**src/rtl/ext_int_ctrl_if.sv**
```systemverilog
// Signal bundle between the external interrupt controller and its peripherals/CPU.
// The slave side is the controller; the master side drives requests, mask, reti and clr_status.
interface ext_int_ctrl_if;
  logic [3:0] irq_in;
  logic [3:0] irq_mask;
  logic       reti;
  logic       clr_status;
  logic       ext_int1;
  logic       ext_int2;
  logic       ext_int3;
  logic       ext_int4;
  logic [3:0] pending;
  logic [2:0] active_id;
  logic [7:0] overrun_cnt;
  logic       ack_timeout;

  modport master (
    output irq_in, irq_mask, reti, clr_status,
    input  ext_int1, ext_int2, ext_int3, ext_int4,
    input  pending, active_id, overrun_cnt, ack_timeout
  );

  modport slave (
    input  irq_in, irq_mask, reti, clr_status,
    output ext_int1, ext_int2, ext_int3, ext_int4,
    output pending, active_id, overrun_cnt, ack_timeout
  );
endinterface

```
**src/rtl/ext_int_ctrl.sv**
```systemverilog
// External interrupt controller: latches rising edges on four request lines and issues
// them one at a time to the CPU in fixed priority, waiting for reti (or a timeout) in between.
module ext_int_ctrl #(
  parameter int unsigned PULSE_CYCLES = 2,
  parameter int unsigned GAP_CYCLES   = 2,
  parameter logic [23:0] ACK_TIMEOUT  = 24'd1000000
) (
  input  logic          clk,
  input  logic          reset,
  ext_int_ctrl_if.slave bus
);

  typedef enum logic [1:0] {IDLE, PULSE, WAIT_ACK, GAP} state_t;

  localparam logic [3:0] PULSE_INIT = 4'(PULSE_CYCLES - 1);
  localparam logic [3:0] GAP_INIT   = 4'(GAP_CYCLES - 1);

  state_t      state;
  state_t      state_nxt;
  logic [3:0]  irq_prev;
  logic [3:0]  pending;
  logic [3:0]  rise;
  logic [3:0]  eligible;
  logic [3:0]  grant_mask;
  logic [3:0]  clr_mask;
  logic [3:0]  lost;
  logic [2:0]  grant_id;
  logic [2:0]  active_id;
  logic [3:0]  pulse_cnt;
  logic [3:0]  gap_cnt;
  logic [23:0] to_cnt;
  logic [7:0]  overrun_cnt;
  logic [2:0]  ov_inc;
  logic [8:0]  ov_sum;
  logic        ack_timeout;
  logic        grant;
  logic        timeout_hit;

  assign rise     = bus.irq_in & ~irq_prev;
  assign eligible = pending & ~bus.irq_mask;

  // Source 1 (bit 0) has the highest priority.
  always_comb begin
    // NOTE: every always_comb output gets a default first so no path can infer a latch.
    grant_id   = 3'd0;
    grant_mask = 4'b0000;
    if (eligible[0]) begin
      grant_id   = 3'd1;
      grant_mask = 4'b0001;
    end else if (eligible[1]) begin
      grant_id   = 3'd2;
      grant_mask = 4'b0010;
    end else if (eligible[2]) begin
      grant_id   = 3'd3;
      grant_mask = 4'b0100;
    end else if (eligible[3]) begin
      grant_id   = 3'd4;
      grant_mask = 4'b1000;
    end
  end

  // A rise landing on the same edge as its own grant-clear re-arms the bit and is not lost.
  assign clr_mask = grant ? grant_mask : 4'b0000;
  assign lost     = rise & pending & ~clr_mask;
  assign ov_inc   = 3'({2'b00, lost[0]}) + 3'({2'b00, lost[1]})
                  + 3'({2'b00, lost[2]}) + 3'({2'b00, lost[3]});
  assign ov_sum   = {1'b0, overrun_cnt} + {6'd0, ov_inc};

  always_comb begin
    state_nxt   = state;
    grant       = 1'b0;
    timeout_hit = 1'b0;
    case (state)
      IDLE: begin
        if (|eligible) begin
          grant     = 1'b1;
          state_nxt = PULSE;
        end
      end
      PULSE: begin
        if (pulse_cnt == 4'd0) state_nxt = WAIT_ACK;
      end
      WAIT_ACK: begin
        if (bus.reti) begin
          state_nxt = GAP;
        end else if (to_cnt == ACK_TIMEOUT - 24'd1) begin
          timeout_hit = 1'b1;
          state_nxt   = GAP;
        end
      end
      GAP: begin
        if (gap_cnt == 4'd0) state_nxt = IDLE;
      end
      default: state_nxt = IDLE;
    endcase
  end

  // NOTE: reset is asynchronous, so it sits in the sensitivity list and clears without a clock edge.
  always_ff @(posedge clk or posedge reset) begin
    if (reset) begin
      state <= IDLE;
    end else begin
      // NOTE: clocked state uses non-blocking assignments so every register samples pre-edge values.
      state <= state_nxt;
    end
  end

  always_ff @(posedge clk or posedge reset) begin
    if (reset) begin
      irq_prev    <= 4'b0000;
      pending     <= 4'b0000;
      overrun_cnt <= 8'd0;
      ack_timeout <= 1'b0;
    end else begin
      irq_prev <= bus.irq_in;
      pending  <= (pending & ~clr_mask) | rise;

      if (bus.clr_status)       overrun_cnt <= 8'd0;
      else if (ov_sum > 9'd255) overrun_cnt <= 8'hff;
      else                      overrun_cnt <= ov_sum[7:0];

      // Set wins over clear so a timeout coinciding with clr_status is never missed.
      if (timeout_hit)         ack_timeout <= 1'b1;
      else if (bus.clr_status) ack_timeout <= 1'b0;
    end
  end

  always_ff @(posedge clk or posedge reset) begin
    if (reset) begin
      active_id <= 3'd0;
      pulse_cnt <= 4'd0;
      gap_cnt   <= 4'd0;
      to_cnt    <= 24'd0;
    end else begin
      case (state)
        IDLE: begin
          if (grant) begin
            active_id <= grant_id;
            pulse_cnt <= PULSE_INIT;
          end
        end
        PULSE: begin
          if (pulse_cnt != 4'd0) pulse_cnt <= pulse_cnt - 4'd1;
          else                   to_cnt    <= 24'd0;
        end
        WAIT_ACK: begin
          to_cnt <= to_cnt + 24'd1;
          if (state_nxt == GAP) begin
            active_id <= 3'd0;
            gap_cnt   <= GAP_INIT;
          end
        end
        GAP: begin
          if (gap_cnt != 4'd0) gap_cnt <= gap_cnt - 4'd1;
        end
        default: ;
      endcase
    end
  end

  assign bus.ext_int1    = (state == PULSE) && (active_id == 3'd1);
  assign bus.ext_int2    = (state == PULSE) && (active_id == 3'd2);
  assign bus.ext_int3    = (state == PULSE) && (active_id == 3'd3);
  assign bus.ext_int4    = (state == PULSE) && (active_id == 3'd4);
  assign bus.pending     = pending;
  assign bus.active_id   = active_id;
  assign bus.overrun_cnt = overrun_cnt;
  assign bus.ack_timeout = ack_timeout;

endmodule

```
**src/flat_wrapper.sv**
```systemverilog
// flat-port wrapper written by rule: the top's interface ports become plain ports
module ext_int_ctrl_flat 
#(
  parameter int unsigned PULSE_CYCLES = 2,
  parameter int unsigned GAP_CYCLES   = 2,
  parameter logic [23:0] ACK_TIMEOUT  = 24'd1000000
)
  (clk, reset, bus_irq_in, bus_irq_mask, bus_reti, bus_clr_status, bus_ext_int1, bus_ext_int2, bus_ext_int3, bus_ext_int4, bus_pending, bus_active_id, bus_overrun_cnt, bus_ack_timeout);
  ext_int_ctrl_if bus_i ();
  input  logic clk;
  input  logic reset;
  input wire logic [$bits(bus_i.irq_in)-1:0] bus_irq_in;
  input wire logic [$bits(bus_i.irq_mask)-1:0] bus_irq_mask;
  input wire logic [$bits(bus_i.reti)-1:0] bus_reti;
  input wire logic [$bits(bus_i.clr_status)-1:0] bus_clr_status;
  output wire logic [$bits(bus_i.ext_int1)-1:0] bus_ext_int1;
  output wire logic [$bits(bus_i.ext_int2)-1:0] bus_ext_int2;
  output wire logic [$bits(bus_i.ext_int3)-1:0] bus_ext_int3;
  output wire logic [$bits(bus_i.ext_int4)-1:0] bus_ext_int4;
  output wire logic [$bits(bus_i.pending)-1:0] bus_pending;
  output wire logic [$bits(bus_i.active_id)-1:0] bus_active_id;
  output wire logic [$bits(bus_i.overrun_cnt)-1:0] bus_overrun_cnt;
  output wire logic [$bits(bus_i.ack_timeout)-1:0] bus_ack_timeout;
  assign bus_i.irq_in = bus_irq_in;
  assign bus_i.irq_mask = bus_irq_mask;
  assign bus_i.reti = bus_reti;
  assign bus_i.clr_status = bus_clr_status;
  assign bus_ext_int1 = bus_i.ext_int1;
  assign bus_ext_int2 = bus_i.ext_int2;
  assign bus_ext_int3 = bus_i.ext_int3;
  assign bus_ext_int4 = bus_i.ext_int4;
  assign bus_pending = bus_i.pending;
  assign bus_active_id = bus_i.active_id;
  assign bus_overrun_cnt = bus_i.overrun_cnt;
  assign bus_ack_timeout = bus_i.ack_timeout;
  ext_int_ctrl #(.PULSE_CYCLES(PULSE_CYCLES), .GAP_CYCLES(GAP_CYCLES), .ACK_TIMEOUT(ACK_TIMEOUT)) u_core (.clk(clk), .reset(reset), .bus(bus_i));
endmodule
```
**config.mk**
```make
export PLATFORM = sky130hd
export DESIGN_NAME = ext_int_ctrl_flat
export DESIGN_NICKNAME = d
export VERILOG_FILES = /design/src/rtl/ext_int_ctrl_if.sv /design/src/rtl/ext_int_ctrl.sv /design/src/flat_wrapper.sv
export SDC_FILE = /design/constraint.sdc
export NUM_CORES = 1
export LEC_CHECK = 0
export CORE_ASPECT_RATIO = 0.75
export CORE_UTILIZATION = 50
export DETAILED_ROUTE_END_ITERATION = 8
export PLACE_DENSITY = 0.76
export SYNTH_ARGS = -nofsm -noshare
export SYNTH_HDL_FRONTEND = slang
export SYNTH_SLANG_ARGS = --single-unit
```
**constraint.sdc**
```tcl
create_clock -name clk -period 8.5 [get_ports clk]
set_input_delay 1.275 -clock clk [delete_from_list [all_inputs] [get_ports clk]]
set_output_delay 1.275 -clock clk [all_outputs]
set_load 0.005 [all_outputs]
```
==> results.cfg, run 1 <==
[run_status]
outcome = finished clean

[synthesis]
synth_cells = 331
yosys.area.top_type = dfrtp_1
synth_xor_area_share_pct = 2.03
synth_compound_area_share_pct = 14.9
ys_top_cells_by_area = dfrtp_1, nand2_1, ha_1
synth_ff_type = dfrtp_1
yosysWarningCount = 0
synthTopCellsByCount = dfrtp_1, nand2_1, o21ai_0
synth-seq-area-share_pct = 44.8
synth_top_family_by_area = simple AND/OR/NAND/NOR gates
yosys.cell_count.top_type = dfrtp_1
ys_seq_elements = 54
syn-num-nets = 355
synth_top_area_share_pct = 44.8
async_flop_share_pct = 100
syn-mean-instance-area_um2 = 9.11
yosys.cell_types.count = 43
yosys.area_share.adder_pct = 5.48
synth_area_um2 = 3010
muxShareOfSynthArea_pct = 2.37
yosys.area_share.simple_pct = 26.4
synth_edf_count = 0

[final_layout]
post-route-util_pct = 60.7
fill_cells = 485
diodes = 0
nets = 383
syn_to_final_growth_pct = 17.2
design_area_um2 = 3530
drive_above_1_share_pct = 5.28
fin_cells = 438

[timing]
drv_slew = 0
hold_viol = 0
hold_ws_ps = 472
fmax_ghz = 0.222
min_period_over_period_pct = 53.1
setup_tns_ps = 0
setup_viol = 0
rsz0062_at_grt = no
finClkSkew_ps = 12.5
fin_ws_ps = 3990
relSlewSlack_pct = 34.2
min_period_ps = 4510
tightest_slew_ps = 986

[route]
drt-vias-per-instance = 6.01
antenna_left = 0
wl_per_cell_um = 15.3
drc = 0
drtPass1Iterations = 4
wl_um = 6690
num_vias = 2632
drt_iter0_drc = 163

[global_route]
antenna_found_initial = 0
grt_pass1_wl_um = 11800
met2_usage_pct = 35.2
grt_usage_pct = 23.2
grt_util_met3_pct = 3.62
use_met1_pct = 34.7
grt_max_degree = 55
overflow = 0
grt_pass1_vias = 2421
busiest_layer = met2

[pwr]
power_density_nw_per_um2 = 254
vdd_drop_max_mv = 0.118
p_leak_nw = 1.54
finalPower_uw = 898

[worst_setup_path]
path_cells = clkdlybuf4s50_1, nor2b_1, nand2b_1, o21ai_0, nor2_1, ha_1, fa_1, ha_1, fa_1, a21oi_1, or3b_2, and4_1, nor3_1
crit_path_start = bus_irq_mask[0]
r2r_slack_ps = 4770
arrival_ps = 4700
path_buf_inv = 1
end_kind = flip-flop
crit_slowest_cell = fa_1
start_kind = input port
path_class = in2reg
ff2ff_path_depth = 12
endpoint = u_core.bus.overrun_cnt[5]
critPathMaxStageDelay_ps = 440
r2r-start = u_core.state[1]
rr_endpoint = u_core.bus.overrun_cnt[5]
crit_fanout = 6
required_ps = 8690
cp.depth = 13
critPathTopFamily = adder cells

[placement]
post-place-ws_ps = 3650
place_area_um2 = 3390
hpwl_um = 4710
gpl.final_weighted_congestion = 0.879
dpl.cell_count = 430
port_buffers = 31

[cts]
cts_buffer_depth = 2
clkLatencyLatePin_ps = 320
clk_pin_slew_worst_paths_ps = 100
htree_levels = 2
tritoncts = yes
clock_sinks = 54
cts_resized = 0
post_cts_buffers = 0
hold_buffers = 0
cts-root-buf = clkbuf_8
cts_buffers = 5

[die]
die_w_um = 91.7
dieArea_um2 = 6350
ios = 32
num_rows = 24
start_util_pct = 51.7
fp.dieH_um = 69.2
coreArea_um2 = 5830

[worst_hold_path]
hold_class = reg2reg

[job]
drv_cap = 0
==> cell usage in the layout (no fill, tap or decap), drive strengths merged, types with 3 or more instances in the layout <==
cell,instances
or4,6
mux2i,6
ha,10
nand2b,7
nor3,8
o31ai,6
or3b,3
inv,20
nand2,36
clkdlybuf4s50,31
o41a,3
nor3b,3
dfrtp,54
nand4,11
nor2,18
nor2b,9
a31oi,6
o22ai,4
and4,5
and3,4
xnor2,4
a21o,4
xor2,3
nor4,10
o21ai,24
clkbuf,6
nand3,16
and2,5
a21oi,19
==> report_power, final <==
group | switching (mW) | leakage (nW) | internal [mW]
combinational | 0.175 | 0.768 | 0.144
sequential | 0.0610 | 0.701 | 0.303
clock | 0.0893 | 0.0714 | 0.126
total | 0.325 | 1.54 | 0.573
==> state kept, by name, indices dropped and copies added, names as in the netlist, 2 cells and up <==
signal and cells:
u_core.to_cnt 24, u_core.bus.overrun_cnt 8, u_core.bus.pending 4, u_core.gap_cnt 4, u_core.irq_prev 4, u_core.pulse_cnt 4, u_core.bus.active_id 3, u_core.state 2
==> per-layer routing <==
| metal | part of all wire, % | vias to the layer above |
|---|---|---|
| li1 | - | 1263 |
| met1 | 48 | 1281 |
| met2 | 45 | 78 |
| met3 | 5.7 | 10 |
| met4 | 1.1 | 0 |
| met5 | 0 | - |
==> cell type report <==
type | instances | area (um2) | area share (%)
inverters | 20 | 75.1 | 2.12
clock buffers | 6 | 82.6 | 2.34
clock inverters | 2 | 60.1 | 1.70
multi-input cells | 245 | 1540 | 43.6
repair buffers | 33 | 325 | 9.21
well taps | 78 | 97.6 | 2.76
flip-flops and latches | 54 | 1350 | 38.2
==> worst min-delay path by stage <==
stage	endpoint	from	cells after the start	slack, ps
after CTS	u_core.bus.pending[3]	u_core.irq_prev[3]	1	480
after global placement	u_core.bus.pending[3]	u_core.irq_prev[3]	1	450
final	u_core.bus.pending[3]	u_core.irq_prev[3]	1	470
after global routing	u_core.bus.pending[3]	u_core.irq_prev[3]	1	490
after floorplan	u_core.bus.pending[3]	u_core.irq_prev[3]	1	440
after detailed placement	u_core.bus.pending[3]	u_core.irq_prev[3]	1	460
==> logic make-up (layout without fill, tap and decap cells) <==
family / Yosys count / after routing
buffers and inverters: 32 / 61
muxes: 7 / 7
AOI/OAI and AO/OA: 73 / 73
adders and majority gates: 12 / 12
and+or+nand+nor: 146 / 146
xor gates and xnor gates: 7 / 7
DFF: 54 / 54
Note: power is estimated with default switching activity, not from simulation.
==> run 2, diff against run 1 <==
Settings changed: PLACE_DENSITY 0.76 to 0.79.
Clock period 8.5 ns to 3.87 ns, I/O delays scaled along.
==> results.cfg, run 2 (synthesized netlist as in run 1, its figures left out) <==
[run_status]
outcome = finished clean

[pwr]
power_density_nw_per_um2 = 529
vdd_drop_max_mv = 0.208
pwr-share-comb_pct = 40.8
p_leak_nw = 1.54
p_int_mw = 1.15
sw_frac_of_total_pct = 38.6
p_seq_share_pct = 41.3
clock_power_share_pct = 17.8
p_switching_uw = 722

[worst_setup_path]
end_kind = flip-flop
required_ps = 4100
start_kind = input port
r2r_slack_ps = 580
ff2ff_path_depth = 12
crit_fanout = 4
arrival_ps = 3810
path_class = in2reg

[timing]
drv_slew = 0
rsz0062_at_grt = no
finClkSkew_ps = 5.11
fmax_ghz = 0.279
tightest_slew_ps = 1080
min_period_ps = 3580
min_period_over_period_pct = 92.5
hold_ws_ps = 474
hold_viol = 0
fin_ws_ps = 291
relSlewSlack_pct = 28.0
setup_viol = 0

[cts]
cts_buffer_depth = 2
clk_pin_slew_worst_paths_ps = 100
clkLatencyLatePin_ps = 310
clock_sinks = 54
cts_resized = 0
cts-root-buf = clkbuf_8
htree_levels = 2
hold_buffers = 0
tritoncts = yes
post_cts_buffers = 0
cts_buffers = 5

[placement]
gpl.final_weighted_congestion = 0.871
post-place-ws_ps = -58.5
port_buffers = 31
hpwl_um = 4960

[die]
num_rows = 24
fp.dieH_um = 69.2
dieArea_um2 = 6350
coreArea_um2 = 5830
start_util_pct = 51.7
die_w_um = 91.7
ios = 32

[final_layout]
reg_top3 = u_core.to_cnt (24), u_core.bus.overrun_cnt (8)
ff_latch_area_um2 = 1350
largest_reg_flops = 24
fill_cells = 513
multi_input_area_um2 = 1540
final_common_cell = dfrtp_1
layout_common_cells = dfrtp_1, nand2_1, clkdlybuf4s50_1
syn_to_final_growth_pct = 17.1
nets = 389
diodes = 0
drive_above_1_share_pct = 6.83
post-route-util_pct = 60.6
largest-register = u_core.to_cnt

[global_route]
grt_max_degree = 43
grt_pass1_vias = 2536
antenna_found_initial = 0
overflow = 0
grt_usage_pct = 23.9
grt_pass1_wl_um = 12000

[route]
drc = 0
wl_um = 6930
drt_iter0_drc = 183
antenna_left = 0
num_vias = 2627
drt-vias-per-instance = 5.92
wl_per_cell_um = 15.6
drtPass1Iterations = 4

[job]
drv_cap = 0

[worst_hold_path]
holdPathStages = 1
hold_class = reg2reg
==> run 2: cell type report <==
cell class	instances	area share, %
sequential	54	38.3
inverter	20	2.13
tap	78	2.76
clock buffer	6	2.34
clock inverter	2	0.354
timing repair buffer	39	10.5
multi-input combinational	245	43.7
==> run 2: routing by layer <==
metal	vias to the layer above	routed length (um)	GRT usage [%]
met5	-	0	0
met4	0	80	7.58
met3	7	344	4.61
met2	61	3030	35.8
met1	1293	3480	35.2
li1	1266	-	-
==> run 2: path summary, 6_finish.rpt <==
path,startpoint,end
setup reg to reg,u_core.bus.pending[0],u_core.bus.overrun_cnt[5]
max in group asynchronous,reset,u_core.to_cnt[14]
hold / removal,u_core.irq_prev[3],u_core.bus.pending[3]
hold reg to reg,u_core.irq_prev[3],u_core.bus.pending[3]
min in group asynchronous,reset,u_core.to_cnt[18]
setup / recovery,bus_irq_mask[2],u_core.bus.overrun_cnt[5]
==> run 2: power by group through the flow <==
stage / sequential [mW] / combinational (mW) / clock (mW)
3_3_place_gp: 0.776 / 0.729 / 0
6_report: 0.773 / 0.763 / 0.333
5_1_grt: 0.791 / 0.863 / 0.359
4_1_cts: 0.770 / 0.757 / 0.346
3_5_place_dp: 0.779 / 0.754 / 0
2_1_floorplan: 0.763 / 0.501 / 0
==> run 2: worst max-delay path, stage by stage <==
cell,delay (ps)
clkdlybuf4s50_1,510
nor2b_1,70
or2_2,300
o31ai_1,290
nor3_1,150
fa_1,430
ha_1,330
fa_1,220
a21oi_1,90
or3b_2,480
and4_1,210
nor3_1,150
==> run 2: metrics by stage <==
step / instances / instance area [um2] / setup TNS [ps] / power [mW]
3_3_place_gp: 436 / 3440 / 0 / 1.51
2_1_floorplan: 331 / 3010 / 0 / 1.26
4_1_cts: 444 / 3530 / 0 / 1.87
6_report: 444 / 3530 / 0 / 1.87
3_5_place_dp: 436 / 3440 / -62.7 / 1.53
5_1_grt: 444 / 3530 / 0 / 2.01
==> RTL change 1: new RTL, settings of run 2 <==
Encoding of `state_t`: now one-hot (4 bits for 4 states).
--- a/src/rtl/ext_int_ctrl.sv
+++ b/src/rtl/ext_int_ctrl.sv
@@ -11,5 +11,5 @@
 );
 
-  typedef enum logic [1:0] {IDLE, PULSE, WAIT_ACK, GAP} state_t;
+  typedef enum logic [3:0] {IDLE = 4'b0001, PULSE = 4'b0010, WAIT_ACK = 4'b0100, GAP = 4'b1000} state_t;
 
   localparam logic [3:0] PULSE_INIT = 4'(PULSE_CYCLES - 1);
Formal check against the unedited RTL: no difference found for any inputs over 10 cycles, from zero or initial values and one cycle with reset high; not proved beyond that.
==> RTL change 1 against run 2 <==
- setup slack lost 95 ps
- total power shrank 3.8%
- final area up 3.2%
- critical path depth up 1
- highest routed layer unchanged
- sequential cell count rose by 2
- core utilization is 1.6 points higher
- routed wire length decreased by 7.6%
- synthesized area grew 2.0%
==> RTL change 1: results (changes against run 2) <==
INFO  synthesis      synth_cells=315 [was 331]
INFO  synthesis      synthesis.yosys.warnings=0 [unchanged]
INFO  detailed_routing route.vias.total=2502 [was 2627]
INFO  placement      place.detailed.hpwl=4.71mm [was 4.96 mm]
INFO  detailed_routing post_drt_via_cell_ratio=5.79 [was 5.92]
INFO  synthesis      multiplexer_area_fraction_after_synthesis=5.62% [was 2.37%]
INFO  sta            timing.clock.skew=2.77ps [was 5.11 ps]
INFO  synthesis      synth.lib_cells_used.distinct=56 [was 43]
INFO  synthesis      ys_seq_area_share=45.6% [was 44.8%]
INFO  synthesis      synth_common_cells=55 x sky130_fd_sc_hd__dfrtp_1, 40 x sky130_fd_sc_hd__nand2_1, 22 x sky130_fd_sc_hd__o21ai_0 [was 54 x sky130_fd_sc_hd__dfrtp_1, 36 x sky130_fd_sc_hd__nand2_1, 24 x sky130_fd_sc_hd__o21ai_0]
INFO  setup_path     crit_path_max_incr_delay=590ps [was 510 ps]
INFO  placement      place_congestion=0.800 [was 0.871]
INFO  outcome        outcome=completed [unchanged]
INFO  global_route   grt_start_max_net_pins=38 [was 43]
INFO  pwr            power_leakage=1.65nW [was 1.54 nW]
INFO  detailed_routing wire_length_per_cell=14.8um [was 15.6 um]
INFO  detailed_routing dr.first_iter.drc_count=192 [was 183]
INFO  setup_path     timing.critical_path.fanout_max=7 [was 4]
INFO  setup_path     cp_data_arrival_time=3870ps [was 3810 ps]
INFO  synthesis      syn-num-nets=339 [was 355]
INFO  detailed_routing drt_pass1_iterations=4 [unchanged]
INFO  finish         final_net_count=377 [was 389]
INFO  setup_path     cp_slowest_cell=sky130_fd_sc_hd__dfstp_2 [was sky130_fd_sc_hd__clkdlybuf4s50_1]
INFO  synthesis      synth_compound_gate_area_share=12.4% [was 14.9%]
INFO  global_route   grt_pass1_wl=11.0mm [was 12.0 mm]
INFO  global_route   grt_util_all_layers=21.3% [was 23.9%]
INFO  sta            max-slew-margin-rel=42.6% [was 28.0%]
INFO  synthesis      yosys_register_bits=56 [was 54]
INFO  synthesis      xor_xnor_fraction_of_synth_area=2.00% [was 2.03%]
INFO  synthesis      synthAdderAreaFrac=5.37% [was 5.48%]
INFO  synthesis      synth_top_area_cells=sky130_fd_sc_hd__dfrtp_1 45%, sky130_fd_sc_hd__mux2i_1 4.9%, sky130_fd_sc_hd__nand2_1 4.9% [was sky130_fd_sc_hd__dfrtp_1 45%, sky130_fd_sc_hd__nand2_1 4.5%, sky130_fd_sc_hd__ha_1 4.2%]
INFO  global_route   via_count_of_the_first_global_routing_pass=2378 [was 2536]
INFO  finish         layout_cells_sized_above_1=9.04% [was 6.83%]
INFO  cts            cts-buffers-inserted=5 [unchanged]
INFO  finish         number_of_fillers_in_the_final_layout=478 [was 513]
INFO  placement      place_inst=424 [was 436]
INFO  pwr            max-vdd-ir-drop=0.210mV [was 0.208 mV]
[RTL change 1: cells by family (layout without fill, tap and decap cells)]
| group | after synthesis | after routing |
|---|---|---|
| fa+ha+maj | 12 | 12 |
| compound gates | 58 | 58 |
| buf+inv | 25 | 64 |
| flops | 56 | 56 |
| xor+xnor | 7 | 7 |
| mux | 17 | 17 |
| simple gates | 140 | 140 |
[RTL change 1: area by class of cell]
class / count / area (um2) / area share (%)
Multi-Input combinational cell: 234 / 1610 / 44.1
Timing Repair Buffer: 42 / 393 / 10.8
Sequential cell: 56 / 1400 / 38.5
Inverter: 14 / 52.6 / 1.44
Tap cell: 78 / 97.6 / 2.68
Clock buffer: 8 / 90.1 / 2.47
[RTL change 1: final timing paths]
path | startpoint | end | slack, ps | depth (start not counted)
hold reg to reg | u_core.to_cnt[19] | u_core.to_cnt[19] | 490 | 1
hold / removal | u_core.to_cnt[19] | u_core.to_cnt[19] | 490 | 1
setup reg to reg | u_core.state[0] | u_core.bus.overrun_cnt[5] | 200 | 13
min in group asynchronous | reset | u_core.to_cnt[16] | 720 | 2
setup / recovery | u_core.state[0] | u_core.bus.overrun_cnt[5] | 200 | 13
max in group asynchronous | reset | u_core.pulse_cnt[0] | 2400 | 3
[RTL change 1: metal layers]
metal  wire length [um]  share of wire, %  track usage, %  vias up
li1                   -                 -               -     1221
met1               3200                50            31.3     1228
met5                  0                 0               0        -
met4                 67               1.0            5.21        0
met2               2930                46            33.1       45
met3                213               3.3            3.27        8
[RTL change 1: power breakdown]
part           internal [mW]  total, mW  switching (mW)
logic                  0.334      0.682           0.348
clock network          0.147      0.335           0.189
registers              0.683      0.780          0.0970
total                   1.16       1.80           0.634
[RTL change 1: stage by stage]
| step | hold WS [ps] | setup slack [ps] | area, um2 | power, mW |
|---|---|---|---|---|
| after floorplan | 438 | 1.67 | 3080 | 1.18 |
| after global placement | 462 | 60.3 | 3520 | 1.41 |
| after detailed placement | 477 | -104 | 3520 | 1.44 |
| after CTS | 490 | 8.12 | 3610 | 1.77 |
| after global routing | 522 | 11.5 | 3640 | 1.91 |
| final | 490 | 196 | 3640 | 1.80 |
[RTL change 1: worst max-delay path: cells and delay by family, from the launching register on]
family | cells | cell delay (ps)
fa+ha+maj | 4 | 1230
simple gates | 5 | 980
compound gates | 3 | 590
flops | 1 | 590
buf+inv | 1 | 160
[RTL change 1: timing repair]
action / 4_1_cts / 5_1_grt
gates resized for setup: 0 / 9
setup endpoints to repair: 0 / 2
hold endpoints to repair: 0 / 0
buffers inserted: 0 / 0
==> RTL change 2: new RTL, settings of run 2 <==
Without the edit above. `ACK_TIMEOUT` is set to 24'd1000000 in 2 places; all go to 24'd750000.
--- a/src/rtl/ext_int_ctrl.sv
+++ b/src/rtl/ext_int_ctrl.sv
@@ -4,5 +4,5 @@
   parameter int unsigned PULSE_CYCLES = 2,
   parameter int unsigned GAP_CYCLES   = 2,
-  parameter logic [23:0] ACK_TIMEOUT  = 24'd1000000
+  parameter logic [23:0] ACK_TIMEOUT  = 24'd750000
 ) (
   input  logic          clk,
--- a/src/flat_wrapper.sv
+++ b/src/flat_wrapper.sv
@@ -4,5 +4,5 @@
   parameter int unsigned PULSE_CYCLES = 2,
   parameter int unsigned GAP_CYCLES   = 2,
-  parameter logic [23:0] ACK_TIMEOUT  = 24'd1000000
+  parameter logic [23:0] ACK_TIMEOUT  = 24'd750000
 )
   (clk, reset, bus_irq_in, bus_irq_mask, bus_reti, bus_clr_status, bus_ext_int1, bus_ext_int2, bus_ext_int3, bus_ext_int4, bus_pending, bus_active_id, bus_overrun_cnt, bus_ack_timeout);
Formal check against the unedited RTL: no difference found for any inputs over 10 cycles, from zero or initial values and one cycle with reset high; that may be too few to reach the edited logic, so the function may still have changed.
==> RTL change 2 against run 2 <==
- routed wire length is 7.7% lower
- synthesized area shrank 2.9%
- sequential cell count is the same
- final area fell by 3.9%
- clock skew grew 4.1 ps
- setup slack better by 25 ps
- combinational power shrank 8.1%
- total power decreased by 3.6%
- critical endpoint unchanged
- highest routed layer unchanged
==> RTL change 2: results (changes against run 2) <==
INFO  setup_path     worst_r2r_path_depth=13 [was 12]
INFO  detailed_routing post_drt_via_cell_ratio=5.94 [was 5.92]
INFO  pwr            power.internal=1.13mW [was 1.15 mW]
INFO  synthesis      ys_seq_area_share=46.2% [was 44.8%]
INFO  synthesis      synth_common_cells=54 x sky130_fd_sc_hd__dfrtp_1, 31 x sky130_fd_sc_hd__o21ai_0, 28 x sky130_fd_sc_hd__nor2_1 [was 54 x sky130_fd_sc_hd__dfrtp_1, 36 x sky130_fd_sc_hd__nand2_1, 24 x sky130_fd_sc_hd__o21ai_0]
INFO  setup_path     worstReg2RegStart=u_core.state[0] [was u_core.bus.pending[0]]
INFO  outcome        outcome=completed [unchanged]
INFO  pwr            power_leakage=1.48nW [was 1.54 nW]
INFO  detailed_routing postRouteWirelength=6.40mm [was 6.93 mm]
INFO  global_route   via_count_of_the_first_global_routing_pass=2333 [was 2536]
INFO  placement      place_congestion=0.873 [was 0.871]
INFO  sta            fmax=0.281GHz [was 0.279 GHz]
INFO  setup_path     family_with_the_most_delay_on_the_worst_path=adder cells [was simple AND/OR/NAND/NOR gates]
INFO  finish         final_net_count=366 [was 389]
INFO  setup_path     critPathLaunch=bus_irq_mask[0] [was bus_irq_mask[2]]
INFO  sta            timing.clock.skew=9.25ps [was 5.11 ps]
INFO  sta            worstMarginPinSlew=893ps [was 1080 ps]
INFO  pwr            max-vdd-ir-drop=0.245mV [was 0.208 mV]
INFO  synthesis      syn-num-nets=335 [was 355]
INFO  detailed_routing dr.first_iter.drc_count=196 [was 183]
INFO  setup_path     timing.reg2reg.setup_slack=500ps [was 580 ps]
INFO  sta            hold_ws=502ps [was 474 ps]
INFO  synthesis      synth.lib_cells_used.distinct=53 [was 43]
INFO  global_route   grt_util_all_layers=22.9% [was 23.9%]
INFO  setup_path     crit_path_max_incr_delay=410ps [was 510 ps]
INFO  global_route   grt_start_max_net_pins=37 [was 43]
INFO  synthesis      synth_top_area_cells=sky130_fd_sc_hd__dfrtp_1 46%, sky130_fd_sc_hd__o21ai_0 5.3%, sky130_fd_sc_hd__ha_1 4.3% [was sky130_fd_sc_hd__dfrtp_1 45%, sky130_fd_sc_hd__nand2_1 4.5%, sky130_fd_sc_hd__ha_1 4.2%]
INFO  finish         number_of_fillers_in_the_final_layout=478 [was 513]
==> RTL change 2: changes by cell type after synthesis, moves of 5 or more <==
cell | before | now
sky130_fd_sc_hd__nor2b_1 | 9 | 4
sky130_fd_sc_hd__nand3_1 | 16 | 8
sky130_fd_sc_hd__nor3_1 | 8 | 13
sky130_fd_sc_hd__o21ai_0 | 24 | 31
sky130_fd_sc_hd__nor2_1 | 18 | 28
sky130_fd_sc_hd__inv_1 | 20 | 12
sky130_fd_sc_hd__nand2_1 | 36 | 27
sky130_fd_sc_hd__nor4_1 | 10 | 0
sky130_fd_sc_hd__mux2i_1 | 6 | 0
==> RTL change 2: area by class of cell <==
cell class / count / area (um2) / share of cell area, %
timing repair buffer: 36 / 348 / 10.3
clock inverter: 2 / 12.5 / 0.369
multi-input combinational: 233 / 1460 / 43.0
clock buffer: 6 / 82.6 / 2.43
sequential: 54 / 1350 / 39.8
tap: 75 / 93.8 / 2.77
inverter: 12 / 45.0 / 1.33
==> RTL change 2: power by group through the flow <==
| stage | sequential [mW] | clock [mW] | combinational (mW) |
|---|---|---|---|
| floorplan | 0.761 | 0 | 0.471 |
| global placement | 0.779 | 0 | 0.668 |
| CTS | 0.770 | 0.336 | 0.702 |
| global route | 0.791 | 0.355 | 0.791 |
| detailed placement | 0.781 | 0 | 0.695 |
| finish | 0.771 | 0.330 | 0.701 |
==> RTL change 2: metrics by stage <==
stage                     power, mW  area (um2)  worst slack (ps)  std cells
final                          1.80        3390               316        418
after global routing           1.94        3390              86.5        418
after CTS                      1.81        3390               299        418
after detailed placement       1.48        3300             -47.4        410
after global placement         1.45        3300              55.1        410
after floorplan                1.23        2930               589        311
==> RTL change 2: logic make-up (layout without fill, tap and decap cells) <==
family                     Yosys count  after routing  synth area share [%]
muxes                                1              1                 0.385
and+or+nand+nor                    123            123                  22.1
adders and majority gates           12             12                  5.64
AOI/OAI and AO/OA                   90             90                  19.6
DFF                                 54             54                  46.2
buffers and inverters               24             56                  4.02
xor gates and xnor gates             7              7                  2.09
==> RTL change 2: routing by layer <==
metal / up-vias / share of wire (%) / track usage, %
met5: - / 0 / 0
met4: 0 / 0.47 / 7.06
met3: 2 / 4.5 / 3.44
met2: 72 / 45 / 38.2
met1: 1220 / 50 / 31.6
li1: 1190 / - / -
